[config.mk]
export PLATFORM = sky130hd
export DESIGN_NAME = timer_bus_resp_flat
export DESIGN_NICKNAME = d
export VERILOG_FILES = /design/src/rtl/timer_bus_if.sv /design/src/rtl/timer_bus_resp.sv /design/src/flat_wrapper.sv
export SDC_FILE = /design/constraint.sdc
export NUM_CORES = 1
export LEC_CHECK = 0
export CORE_MARGIN = 2
export CORE_UTILIZATION = 45
export CTS_CLUSTER_SIZE = 20
export DETAILED_ROUTE_END_ITERATION = 7
export MAX_ROUTING_LAYER = met4
export PLACE_DENSITY = 0.66
export REMOVE_ABC_BUFFERS = 1
export SYNTH_ARGS = -nofsm -noshare
export SYNTH_HDL_FRONTEND = slang
export SYNTH_SLANG_ARGS = --single-unit
[constraint.sdc]
create_clock -name clk_i -period 9.3 [get_ports clk_i]
set_input_delay 1.86 -clock clk_i [delete_from_list [all_inputs] [get_ports clk_i]]
set_output_delay 1.86 -clock clk_i [all_outputs]
set_load 0.01 [all_outputs]
[src/rtl/timer_bus_if.sv]
// timer_bus_if: Ibex-style req/gnt/rvalid data bus between the core and a responder.
interface timer_bus_if;
    logic        req_i;
    logic        gnt_o;
    logic        rvalid_o;
    logic        err_o;
    logic        we_i;
    logic [3:0]  be_i;
    logic [31:0] addr_i;
    logic [31:0] wdata_i;
    logic [31:0] rdata_o;
    modport master(output req_i, we_i, be_i, addr_i, wdata_i, input gnt_o, rvalid_o, err_o, rdata_o);
    modport slave(input req_i, we_i, be_i, addr_i, wdata_i, output gnt_o, rvalid_o, err_o, rdata_o);
endinterface

[src/rtl/timer_bus_resp.sv]
// timer_bus_resp: memory-mapped machine timer (mtime/mtimecmp/CTRL) on the Ibex data bus.
module timer_bus_resp #(
    parameter logic [31:0] BaseAddr   = 32'h0002_0000,
    parameter int unsigned WaitCycles = 0
) (
    input  logic clk_i,
    input  logic rst_i,
    timer_bus_if.slave bus,
    output logic irq_timer_o
);
    typedef enum logic [1:0] {IDLE, WAIT, RESP} state_t;
    state_t      state;
    logic [3:0]  wcnt;
    logic [63:0] mtime;
    logic [63:0] mtimecmp;
    logic        en;
    logic [7:0]  prescale;
    logic [7:0]  pcnt;
    logic [31:0] shadow_hi;
    logic        grant;
    logic        hit;
    logic        wr;
    logic        tick;
    logic [2:0]  off;
    logic [31:0] wmask;
    logic [31:0] rd;
    logic [63:0] mtime_inc;
    logic [63:0] mtime_n;
    logic [63:0] cmp_n;
    logic        unused_addr;
    assign unused_addr = ^bus.addr_i[1:0];
    assign bus.gnt_o = grant;
    always_comb begin
        grant = bus.req_i && ((state == IDLE && WaitCycles == 0) ||
                              (state == WAIT && wcnt == 4'(WaitCycles)));
        off = bus.addr_i[4:2];
        hit = bus.addr_i[31:5] == BaseAddr[31:5] && off <= 3'd4;
        wr = grant && bus.we_i && hit;
        wmask = {{8{bus.be_i[3]}}, {8{bus.be_i[2]}}, {8{bus.be_i[1]}}, {8{bus.be_i[0]}}};
        tick = en && pcnt == prescale;
        mtime_inc = mtime + {63'b0, tick};
        // Written bytes override, unwritten bytes keep this cycle's incremented value
        mtime_n[31:0] = (wr && off == 3'd0) ? ((bus.wdata_i & wmask) | (mtime_inc[31:0] & ~wmask)) : mtime_inc[31:0];
        mtime_n[63:32] = (wr && off == 3'd1) ? ((bus.wdata_i & wmask) | (mtime_inc[63:32] & ~wmask)) : mtime_inc[63:32];
        cmp_n[31:0] = (wr && off == 3'd2) ? ((bus.wdata_i & wmask) | (mtimecmp[31:0] & ~wmask)) : mtimecmp[31:0];
        cmp_n[63:32] = (wr && off == 3'd3) ? ((bus.wdata_i & wmask) | (mtimecmp[63:32] & ~wmask)) : mtimecmp[63:32];
        rd = off == 3'd0 ? mtime[31:0] :
             off == 3'd1 ? shadow_hi :
             off == 3'd2 ? mtimecmp[31:0] :
             off == 3'd3 ? mtimecmp[63:32] : {16'b0, prescale, 7'b0, en};
    end
    always_ff @(posedge clk_i) begin
        if (rst_i) begin
            state        <= IDLE;
            wcnt         <= 4'd1;
            bus.rvalid_o <= 1'b0;
            bus.err_o    <= 1'b0;
            bus.rdata_o  <= 32'b0;
            irq_timer_o  <= 1'b0;
            mtime        <= 64'b0;
            mtimecmp     <= '1;
            en           <= 1'b0;
            prescale     <= 8'b0;
            pcnt         <= 8'b0;
            shadow_hi    <= 32'b0;
        end else begin
            state        <= grant ? RESP : (state != RESP && bus.req_i) ? WAIT : IDLE;
            wcnt         <= state == WAIT ? wcnt + 4'd1 : 4'd1;
            bus.rvalid_o <= grant;
            if (grant) begin
                bus.rdata_o <= (hit && !bus.we_i) ? rd : 32'b0;
                bus.err_o   <= !hit;
            end
            if (en)
                pcnt <= tick ? 8'b0 : pcnt + 8'd1;
            mtime       <= mtime_n;
            mtimecmp    <= cmp_n;
            irq_timer_o <= mtime_n >= cmp_n;
            // Reading LO snapshots HI so a LO/HI pair is coherent
            if (grant && hit && !bus.we_i && off == 3'd0)
                shadow_hi <= mtime[63:32];
            if (wr && off == 3'd4 && bus.be_i[0])
                en <= bus.wdata_i[0];
            if (wr && off == 3'd4 && bus.be_i[1])
                prescale <= bus.wdata_i[15:8];
        end
    end
endmodule
[src/flat_wrapper.sv]
// flat-port wrapper written by rule: the top's interface ports become plain ports
module timer_bus_resp_flat 
#(
    parameter logic [31:0] BaseAddr   = 32'h0002_0000,
    parameter int unsigned WaitCycles = 0
)
  (clk_i, rst_i, irq_timer_o, bus_req_i, bus_we_i, bus_be_i, bus_addr_i, bus_wdata_i, bus_gnt_o, bus_rvalid_o, bus_err_o, bus_rdata_o);
  timer_bus_if bus_i ();
  input  logic clk_i;
  input  logic rst_i;
  output logic irq_timer_o;
  input wire logic [$bits(bus_i.req_i)-1:0] bus_req_i;
  input wire logic [$bits(bus_i.we_i)-1:0] bus_we_i;
  input wire logic [$bits(bus_i.be_i)-1:0] bus_be_i;
  input wire logic [$bits(bus_i.addr_i)-1:0] bus_addr_i;
  input wire logic [$bits(bus_i.wdata_i)-1:0] bus_wdata_i;
  output wire logic [$bits(bus_i.gnt_o)-1:0] bus_gnt_o;
  output wire logic [$bits(bus_i.rvalid_o)-1:0] bus_rvalid_o;
  output wire logic [$bits(bus_i.err_o)-1:0] bus_err_o;
  output wire logic [$bits(bus_i.rdata_o)-1:0] bus_rdata_o;
  assign bus_i.req_i = bus_req_i;
  assign bus_i.we_i = bus_we_i;
  assign bus_i.be_i = bus_be_i;
  assign bus_i.addr_i = bus_addr_i;
  assign bus_i.wdata_i = bus_wdata_i;
  assign bus_gnt_o = bus_i.gnt_o;
  assign bus_rvalid_o = bus_i.rvalid_o;
  assign bus_err_o = bus_i.err_o;
  assign bus_rdata_o = bus_i.rdata_o;
  timer_bus_resp #(.BaseAddr(BaseAddr), .WaitCycles(WaitCycles)) u_core (.clk_i(clk_i), .rst_i(rst_i), .bus(bus_i), .irq_timer_o(irq_timer_o));
endmodule
==> key figures <==
Critical path
  – WP data required: ~9700 ps
  – Worst-path maximum fanout: 27
  – CP max stage delay: 670 ps
  – Crit. End Element: flip-flop
  – Slowest stage cell, crit path: nand4_1
  – Kind of critical path: input pin to flip-flop
  – Worst path cell trace: buf_2 > buf_4 > nor2b_2 > nor2b_1 > nand4_1 > o211ai_1 > nand3_1 > ha_1 > and4_1 > a21o_1 > a2111oi_0 > a31oi_1 > o21ai_0 > o31ai_1
  – CP delay by family, top: simple AND/OR/NAND/NOR gates
  – Critical path buffer and inverter count: 2
  – CP Launch Type: input pin
  – Arr. time, crit path: 6330 ps

Synthesis
  – Share of async-settable or async-resettable flops after synthesis: 0%
  – Synthesized instance count: 1,344
  – Synthesized area: between 10,000 and 15,000 um^2
  – Top area cells in the synthesized netlist: dfxtp_1, mux2i_1, ha_1, nand2_1, nor2_1
  – Post-synth EDFFs: 0
  – Share of the synthesized area in the top cell type: 36.57%
  – Average cell area after synthesis: between 8 and 9 um^2
  – YS warnings: 0
  – Post-synth top flop: dfxtp_1
  – Yosys reg bits: between 200 and 250
  – Most frequent cells after synthesis: dfxtp_1, nand2_1, nor2_1
  – Leading area contributor after synthesis: dfxtp_1
  – Post-synth cell types: 65
  – Sequential area share after synthesis: 36.57%
  – Top-count cell post-synth: dfxtp_1

STA
  – Setup Skew: approximately 11 ps
  – Final setup viols: 0
  – Hold Vio Cnt, Final: 0
  – Max_slew headroom: 39.45%
  – Max Fclk: 0.1688 GHz
  – Final worst path period share: 63.71%
  – Worst Max-Slew Pin Slew: 905.8 ps
  – Setup TNS: 0 ps
  – Final worst path period need: 5925 ps
  – Final setup margin: 3375 ps
  – Final Max Slew Viols: 0
  – RSZ-0062 raised after global routing: false

Clock network
  – Worst skew pair latency: 530 ps
  – CTS tree: yes
  – Root Buffer: clkbuf_16
  – PostCTS Resize Cnt: 0
  – Clock-pin transition on the worst setup and hold timing paths: 60 ps
  – CTS buffer count: 26
  – CTS sink count: 217
  – CTS hold repair buffers: 0
  – H-tree depth: 1
  – CTS Buffer Depth: 3
  – Post-CTS Setup Repair Bufs: 0

Global route
  – Antenna violations before repair: 0
  – GR Overflow Total: 0
  – Vias in the first global route: approximately 10,000
  – Largest net degree at the start of global routing: 69
  – Total global-route track usage: between 20% and 30%
  – First-pass GRT wire length: 53,940 um

Pwr
  – Max IR drop VDD: 0.1586 mV
  – Clock share of power: 51.7%
  – Combinational group share of total power: 4.9%
  – Internal Power: ~1.7 mW
  – NetSw: about 480 uW
  – Switching Fraction: 22.26%
  – Pwr/cell area: 152.4 nW/um^2
  – Leak: 5.901 nW
  – Seq pwr share: 43.4%

Flow run
  – Max-cap viol count: 0

Cells and area
  – Fill cell count: 2,384
  – Layout Nets: 1,551
  – Register area: 4344 um^2
  – Layout cell share with drive strength beyond 1: roughly a tenth
  – Multi-input gate area: 7187 um^2
  – Fin util: 54.14%
  – Synth-to-layout area growth: 18.43%
  – Post-Layout Cell Count: between 1,500 and 2,000
  – Ant diodes: 0

Drt
  – DR iter-0 viols: 704
  – DR pass1 iterations: 6
  – WL/cell: 18.96 um
  – Via count: 10,194
  – # DRC: 0
  – ANT nets after route: 0
  – Routed WL: 33,460 um
  – DR vias/cell: 5.776

Placement
  – RePlAce Congestion: 0.8827
  – Port Buffers: around 110
  – DPL Wire Length: 23,710 um
  – Pre-CTS WS: 2896 ps
  – Placed cells: ~1,700

Floorplan
  – Die W: 166.5 um
  – Placeable core region: 25,980 um^2
  – Chip height: 166.5 um
  – Full die area: approximately 28,000 um^2
  – Boundary Pins: 108
  – Row cnt: 59
  – Starting density of the core: 45.71%

Worst hold path
  – HP Class: flip-flop to flip-flop

Outcome
  – Outcome: complete, no violations
==> power groups by stage <==
stage               sequential [mW]  clock [mW]  combinational, mW
finish                        0.930        1.11              0.105
global route                  0.930        1.16              0.112
CTS                           0.930        1.13              0.105
detailed placement            0.951           0              0.105
global placement              0.951           0              0.105
floorplan                     0.951           0             0.0288
==> cell type report <==
| cell class | count | area share, % |
|---|---|---|
| multi-input combinational | 1035 | 51.08 |
| clock inverter | 15 | 1.521 |
| timing repair buffer | 118 | 8.040 |
| tap | 335 | 2.979 |
| inverter | 12 | 0.3202 |
| sequential | 217 | 30.88 |
| clock buffer | 33 | 5.176 |
==> per-layer routing <==
metal	wire length [um]	track usage (%)	vias up
met3	1578	3.683	52
met4	898	6.897	0
met2	15360	39.78	257
met1	15630	32.28	4872
li1	-	-	5013
met5	0	-	-
==> per-stage QoR <==
stage,total power [mW],hold WS (ps),cell area (um^2)
floorplan,0.9801,388.5,11550
global placement,1.056,400.9,13130
detailed placement,1.056,409.0,13130
CTS,2.161,421.2,14070
global route,2.205,464.2,14070
finish,2.145,418.6,14070
==> kinds of logic (layout without fill, tap and decap cells) <==
group | count (synthesis) | after routing | share of synthesized area (%)
flip-flops | 217 | 217 | 36.57
adder cells (fa/ha/maj) | 69 | 69 | 7.268
XOR/XNOR | 62 | 62 | 4.571
AO/OA/AOI/OAI | 228 | 228 | 12.02
multiplexers | 163 | 163 | 15.09
AND/OR/NAND/NOR | 513 | 513 | 21.35
buffers and inverters | 92 | 178 | 3.128
==> placed cells by master, fill, tap and decap left out, types with 35 or more instances in the layout <==
cell,netlist,layout
ha_1,69,69
nand2_1,148,148
nor2_1,147,146
dfxtp_1,217,217
clkdlybuf4s50_1,0,101
a21oi_1,73,73
mux2_2,38,38
nand4_1,35,35
nand3_1,47,46
mux2i_1,115,115
==> sequential cells by signal (all words and copies together) (netlist names), 2 cells and up <==
signal,cells
u_core.mtimecmp,64
u_core.pcnt,8
u_core.shadow_hi,32
u_core.mtime,64
u_core.state,2
u_core.wcnt,4
u_core.bus.rdata_o,32
u_core.prescale,8
==> final timing paths <==
| kind | from | end | slack [ps] | depth (start not counted) |
|---|---|---|---|---|
| hold reg to reg | u_core.wcnt[0]$_SDFF_PP1_ | u_core.wcnt[0]$_SDFF_PP1_ | 420 | 1 |
| setup / recovery | bus_addr_i[2] | u_core.irq_timer_o$_SDFF_PP0_ | 3380 | 14 |
| setup reg to reg | u_core.pcnt[0]$_SDFFE_PP0P_ | u_core.irq_timer_o$_SDFF_PP0_ | 3580 | 18 |
| hold / removal | u_core.wcnt[0]$_SDFF_PP1_ | u_core.wcnt[0]$_SDFF_PP1_ | 420 | 1 |
Note: power is estimated with default switching activity, not from simulation.
==> RTL change 1, RTL diff (same flow settings) <==
Make the reset (`rst_i`) asynchronous in one clocked block.
--- a/src/rtl/timer_bus_resp.sv
+++ b/src/rtl/timer_bus_resp.sv
@@ -51,3 +51,3 @@
     end
-    always_ff @(posedge clk_i) begin
+    always_ff @(posedge clk_i or posedge rst_i) begin
         if (rst_i) begin
Check against the original RTL: differs if rst_i is asserted again (counterexample within 4 cycles, from zero or initial values and one cycle with rst_i high); with rst_i held inactive, the same outputs for 4 cycles.
==> RTL change 1 against the original RTL <==
Cell area up 5.1%. Utilization down 0.91 points. Maximum frequency down 15%. Non-clock buffer count up 3. Cell count down 4.1%. Routed wire length up 0.57%. Sequential cell count unchanged. Worst hold slack better by 0.069 ns. Power down 7.8%. Die area up 6.4%. Synthesized area up 6.6%. Setup slack worse by 1.1 ns.
==> RTL change 1: results (changes against the original RTL) <==
Synth
  – Cell variety after synth: 56 (-14%)
  – Mean area per synthesized cell: 10.5 sq um (+19%)
  – Top cells by area, synth: dfrtp_1 30%, dfstp_2 13%, mux2_2 9.8%
  – Mux cell area share after synthesis: 15.5% (+0.42 points)
  – Register area share after synthesis: 43.5% (+7.0 points)
  – Post-Synth Adder-Cell Area: 6.82% (-0.45 points)
  – Synth Area in XOR/XNOR: 5.40% (+0.82 points)
  – Post-synth ARST share: 100% (+100 points)
  – Compound-gate portion of the synthesized area: 10.9% (-1.1 points)
  – Synth Warn #: 0 (unchanged)
  – Synth top cells by count: 152 x dfrtp_1, 110 x mux2_2, 99 x nand2_1

Global route
  – Vias in the first global route: 9617 (-4.2%)
  – Largest net degree at the start of global routing: 98 (+42%)
  – First-pass GRT wire length: 53500 um (-0.90%)
  – Overall Global Routing Usage: 23.9% (-0.75 points)

Place
  – Setup WS pre-CTS: 1.79 ns (-1.10 ns)
  – RD Place Congestion: 0.877 (-0.70%)
  – Port Buffer Count: 105 (unchanged)
  – Final HPWL DP: 23200 um (-2.0%)
  – Placed insts: 1649 (-4.0%)

Power and ir drop
  – Pleak: 6.32 nW (+7.0%)
  – Peak VDD IR: 0.129 mV (-19%)

Drt
  – DR WL/cell: 19.9 um (+4.9%)
  – Drt via density: 5.62 (-2.6%)
  – Violation count after the first detailed-route iteration: 659 (-6.4%)
  – Drt pass-1 iters: 5 (-1)
  – Drt total wl: 33700 um (+0.57%)

STA
  – Slew @ Worst Pin: 1.10 ns (+0.191 ns)
  – Worst clock skew: 0.0161 ns (+0.00481 ns)

Setup path
  – Worst Path Arrival: 7.43 ns (+1.10 ns)
  – Slowest CP cell: nor4_4
  – CP delay by family, top: simple AND/OR/NAND/NOR gates
  – CP peak stage delay: 0.94 ns (+0.27 ns)
  – Crit Path Max Fanout: 17 (-37%)

Run status
  – Status: finished clean

Final layout
  – Nets: 1439 (-7.2%)
  – Top Registers: u_core.mtime (64), u_core.mtimecmp (64)
  – Layout cells sized above 1: 21.0% (+12 points)
  – Filler cell count: 2525 (+5.9%)

Clock network
  – CTS H-tree lvls: 1 (unchanged)
  – Later-pin clock latency in the skew report: 0.53 ns (about the same)
  – PostCTS Resize Cnt: 0 (unchanged)
  – CTS clk-pin slew, worst paths: 0.06 ns (about the same)
  – TritonCTS buffer count: 25 (-3.8%)
  – Setup bufs post-CTS: 0 (unchanged)
  – Clk buf depth: 3 (unchanged)
==> RTL change 1: worst register-to-register path: stages, from the launching register on <==
cell,delay (ns)
dfrtp_1,0.44
xor2_1,0.17
nor4_1,0.26
nand3_1,0.13
nor4_1,0.24
buf_4,0.24
ha_1,0.22
nand2_1,0.11
nor2_1,0.41
nand4_1,0.96
nor3_1,0.53
xnor2_1,0.16
a21oi_1,0.11
ha_1,0.36
nand4_1,0.23
nor4_1,0.71
nand2_1,0.16
a31oi_1,0.27
or4_1,0.22
==> RTL change 1: cell type report <==
cell class	instances	share of cell area, %
tap	378	3.20
clock inverter	3	0.127
clock buffer	40	4.95
inverter	62	1.62
multi-input combinational	871	45.0
timing repair buffer	121	7.85
sequential	217	37.3
==> RTL change 1: report_power, final <==
group | total, W | switching, W | internal [W]
Clock | 0.000922 | 0.000388 | 0.000534
Combinational | 0.000108 | 0.0000689 | 0.0000392
Sequential | 0.000946 | 0.000000260 | 0.000946
Total | 0.00198 | 0.000457 | 0.00152
==> RTL change 1: metrics by stage <==
| step | cell area, sq um | utilization, % |
|---|---|---|
| finish | 14800 | 53.2 |
| global route | 14800 | 53.2 |
| CTS | 14800 | 53.2 |
| detailed placement | 14000 | 50.5 |
| global placement | 14000 | 50.5 |
| floorplan | 12400 | - |
==> RTL change 1: worst paths after layout <==
path	start	endpoint	slack [ns]	cells after the start
worst max-delay path	bus_addr_i[3]	u_core.irq_timer_o	2.32	14
worst min-delay path	u_core.shadow_hi[14]	u_core.shadow_hi[14]	0.49	2
worst max register to register	u_core.pcnt[2]	u_core.irq_timer_o	3.29	18
worst min register to register	u_core.shadow_hi[14]	u_core.shadow_hi[14]	0.49	2
max in group asynchronous	rst_i	u_core.mtime[5]	6.08	3
min in group asynchronous	rst_i	u_core.bus.rdata_o[1]	1.84	2
==> RTL change 1: logic make-up (layout without fill, tap and decap cells) <==
kind of cell / after synthesis / in the layout
adder cells (fa/ha/maj): 69 / 69
multiplexers: 171 / 171
buffers and inverters: 118 / 226
flip-flops: 217 / 217
XOR/XNOR: 78 / 78
AO/OA/AOI/OAI: 221 / 221
AND/OR/NAND/NOR: 332 / 332
==> RTL change 1: routing by layer <==
metal / track usage, % / up-vias / part of all wire, %
met5: - / - / 0
li1: - / 4515 / -
met1: 32.4 / 4708 / 47
met3: 3.47 / 51 / 5.5
met4: 5.30 / 0 / 2.1
met2: 38.2 / 240 / 46
==> RTL change 2, RTL diff (same flow settings) <==
Without the edit above. Encoding of `state_t`: now one-hot (3 bits for 3 states).
--- a/src/rtl/timer_bus_resp.sv
+++ b/src/rtl/timer_bus_resp.sv
@@ -10,3 +10,3 @@
 );
-    typedef enum logic [1:0] {IDLE, WAIT, RESP} state_t;
+    typedef enum logic [2:0] {IDLE = 3'b001, WAIT = 3'b010, RESP = 3'b100} state_t;
     state_t      state;
Formal check against the unedited RTL: no difference found for any inputs over 4 cycles, from zero or initial values and one cycle with rst_i high; so few cycles prove little.
==> RTL change 2 against the original RTL <==
Cell count rose by 3.1%. Combinational power increased by 4%. Count of clock-buffer cells in the layout rose by 6. Via count up 5.0%. Die area down 0.61%. Routed wire length is 5.3% higher. Sequential cell count grew 1. Synthesized area decreased by 0.62%. Setup slack worse by 0.51 ns. Sequential power increased by 0.6%. Power down 2.3%. Worst hold slack better by 0.0047 ns. Cell area fell by 0.39%. Critical path type unchanged. Critical endpoint unchanged.
==> RTL change 2: results (changes against the original RTL) <==
Global route
  – Vias in the first global route: 10300 (+3.0%)
  – Overall Global Routing Usage: 25.7% (+1.1 points)
  – Largest net degree at the start of global routing: 76 (+10%)
  – First-pass GRT wire length: 55900 um (+3.6%)
  – Antenna violations before repair: 0 (unchanged)

Clock network
  – CTS H-tree lvls: 1 (unchanged)
  – Root buffer cell: clkbuf_16
  – Later-pin clock latency in the skew report: between 0.5 and 0.6 ns
  – Clk buf depth: 3 (unchanged)
  – TritonCTS buffer count: 26 (unchanged)
  – PostCTS Resize Cnt: 0 (unchanged)
  – CTS clk-pin slew, worst paths: 0.06 ns (about the same)
  – Setup bufs post-CTS: 0 (unchanged)

Power and ir drop
  – Int Pwr: 0.00162 W (-2.6%)
  – Pleak: 5.74 nW (-2.8%)
  – Peak VDD IR: 0.114 mV (-28%)

Final layout
  – Nets: 1606 (+3.5%)
  – Layout cells sized above 1: 7.41% (-1.9 points)
  – Diode count: 0 (unchanged)
  – Filler cell count: 2419 (+1.5%)
  – Top Registers: u_core.mtime (64), u_core.mtimecmp (64)

Synth
  – Register area share after synthesis: 37.0% (+0.40 points)
  – Post-synth ARST share: 0% (unchanged)
  – Synth Area in XOR/XNOR: 5.56% (+0.99 points)
  – Cell variety after synth: 47 (-28%)
  – Post-Synth Adder-Cell Area: 7.31% (+0.045 points)
  – Mux cell area share after synthesis: 10.1% (-5.0 points)
  – Ys flop type: dfxtp_1
  – Top cells by area, synth: dfxtp_1 37%, ha_1 7.3%, mux2i_1 7.0%
  – Compound-gate portion of the synthesized area: 15.3% (+3.3 points)
  – Synth top cells by count: 218 x dfxtp_1, 202 x nand2_1, 121 x nor2_1
  – Synth Warn #: 0 (unchanged)

Setup path
  – Crit Path Max Fanout: 29 (+7.4%)
  – Worst Path Arrival: 6.85 ns (+0.52 ns)

Place
  – Final HPWL DP: 25000 um (+5.4%)
  – RD Place Congestion: 0.942 (+6.7%)
  – Port Buffer Count: 105 (unchanged)

Drt
  – Met1 WL: 15900 um (+1.4%)
  – Drt pass-1 iters: 6 (unchanged)
  – Drt via density: 5.88 (+1.8%)
  – Met2 routed WL: 16200 um (+5.3%)
  – Violation count after the first detailed-route iteration: 758 (+7.7%)
  – Routed met3 length: 2120 um (+34%)
  – Drt total wl: 35200 um (+5.3%)
  – DR top layer: met4

STA
  – Worst clock skew: 0.0243 ns (+0.0130 ns)
  – Slew @ Worst Pin: 1.03 ns (+0.121 ns)

Min path
  – Hold/Removal Path Class: reg -> reg

Run status
  – Status: finished clean
RTL change 2: cell types whose count changed after synthesis, sizes merged, moves of 26 or more:
cell | before | now
nand2 | 148 | 202
a21oi | 73 | 108
a22o | 0 | 32
mux2i | 115 | 83
a211oi | 27 | 58
nor2 | 147 | 121
RTL change 2: final cells by class:
class	instances	area, sq um	area share [%]
Clock buffer	39	801	5.71
Timing Repair Buffer	122	1170	8.36
Clock inverter	8	90.1	0.643
Inverter	8	30.0	0.214
Tap cell	335	419	2.99
Multi-Input combinational cell	1089	7140	50.9
Sequential cell	218	4360	31.1
RTL change 2: final timing paths:
path                                      endpoint                from  slack (ns)  depth (start not counted)
worst max-delay path            u_core.irq_timer_o       bus_addr_i[3]        2.86                         16
worst min-delay path                u_core.wcnt[0]      u_core.wcnt[0]        0.42                          1
worst max register to register  u_core.irq_timer_o  u_core.prescale[7]        3.75                         17
worst min register to register      u_core.wcnt[0]      u_core.wcnt[0]        0.42                          1
RTL change 2: worst max-delay path, cell delays in order:
cell             delay (ns)
clkdlybuf4s50_1        0.64
buf_4                  0.30
o21ai_0                0.18
nand4_1                0.13
nor4_2                 0.24
buf_4                  0.38
nand4_1                0.85
nor2_1                 0.41
a21oi_1                0.09
ha_1                   0.36
a21oi_1                0.14
o21ai_0                0.15
a2111oi_0              0.77
o31ai_1                0.17
nand2_1                0.10
nand3_1                0.07
RTL change 2: logic make-up (layout without fill, tap and decap cells):
family | count (synthesis) | count (layout)
XOR/XNOR | 75 | 75
AO/OA/AOI/OAI | 283 | 283
flip-flops | 218 | 218
AND/OR/NAND/NOR | 547 | 547
multiplexers | 115 | 115
buffers and inverters | 88 | 177
adder cells (fa/ha/maj) | 69 | 69
RTL change 2: per-layer routing:
layer / vias up / global-route usage [%]
met5: - / -
met4: 0 / 8.24
met3: 85 / 3.19
met2: 369 / 41.2
met1: 5046 / 33.9
li1: 5199 / -
RTL change 2: stage by stage:
stage	area, sq um	power [W]	setup WS, ns	instances
3_3_place_gp	13100	0.00106	2.55	1772
2_1_floorplan	11500	0.000985	1.97	1315
4_1_cts	14000	0.00211	3.05	1819
6_report	14000	0.00210	2.86	1819
3_5_place_dp	13100	0.00106	2.53	1772
5_1_grt	14000	0.00216	2.58	1819
RTL change 2: power by group through the flow:
stage / Clock [W] / Combinational [W] / Sequential, W
after floorplan: 0 / 0.0000285 / 0.000957
after global placement: 0 / 0.000108 / 0.000957
after detailed placement: 0 / 0.000108 / 0.000957
after CTS: 0.00107 / 0.000109 / 0.000936
after global routing: 0.00111 / 0.000116 / 0.000936
final: 0.00105 / 0.000109 / 0.000936
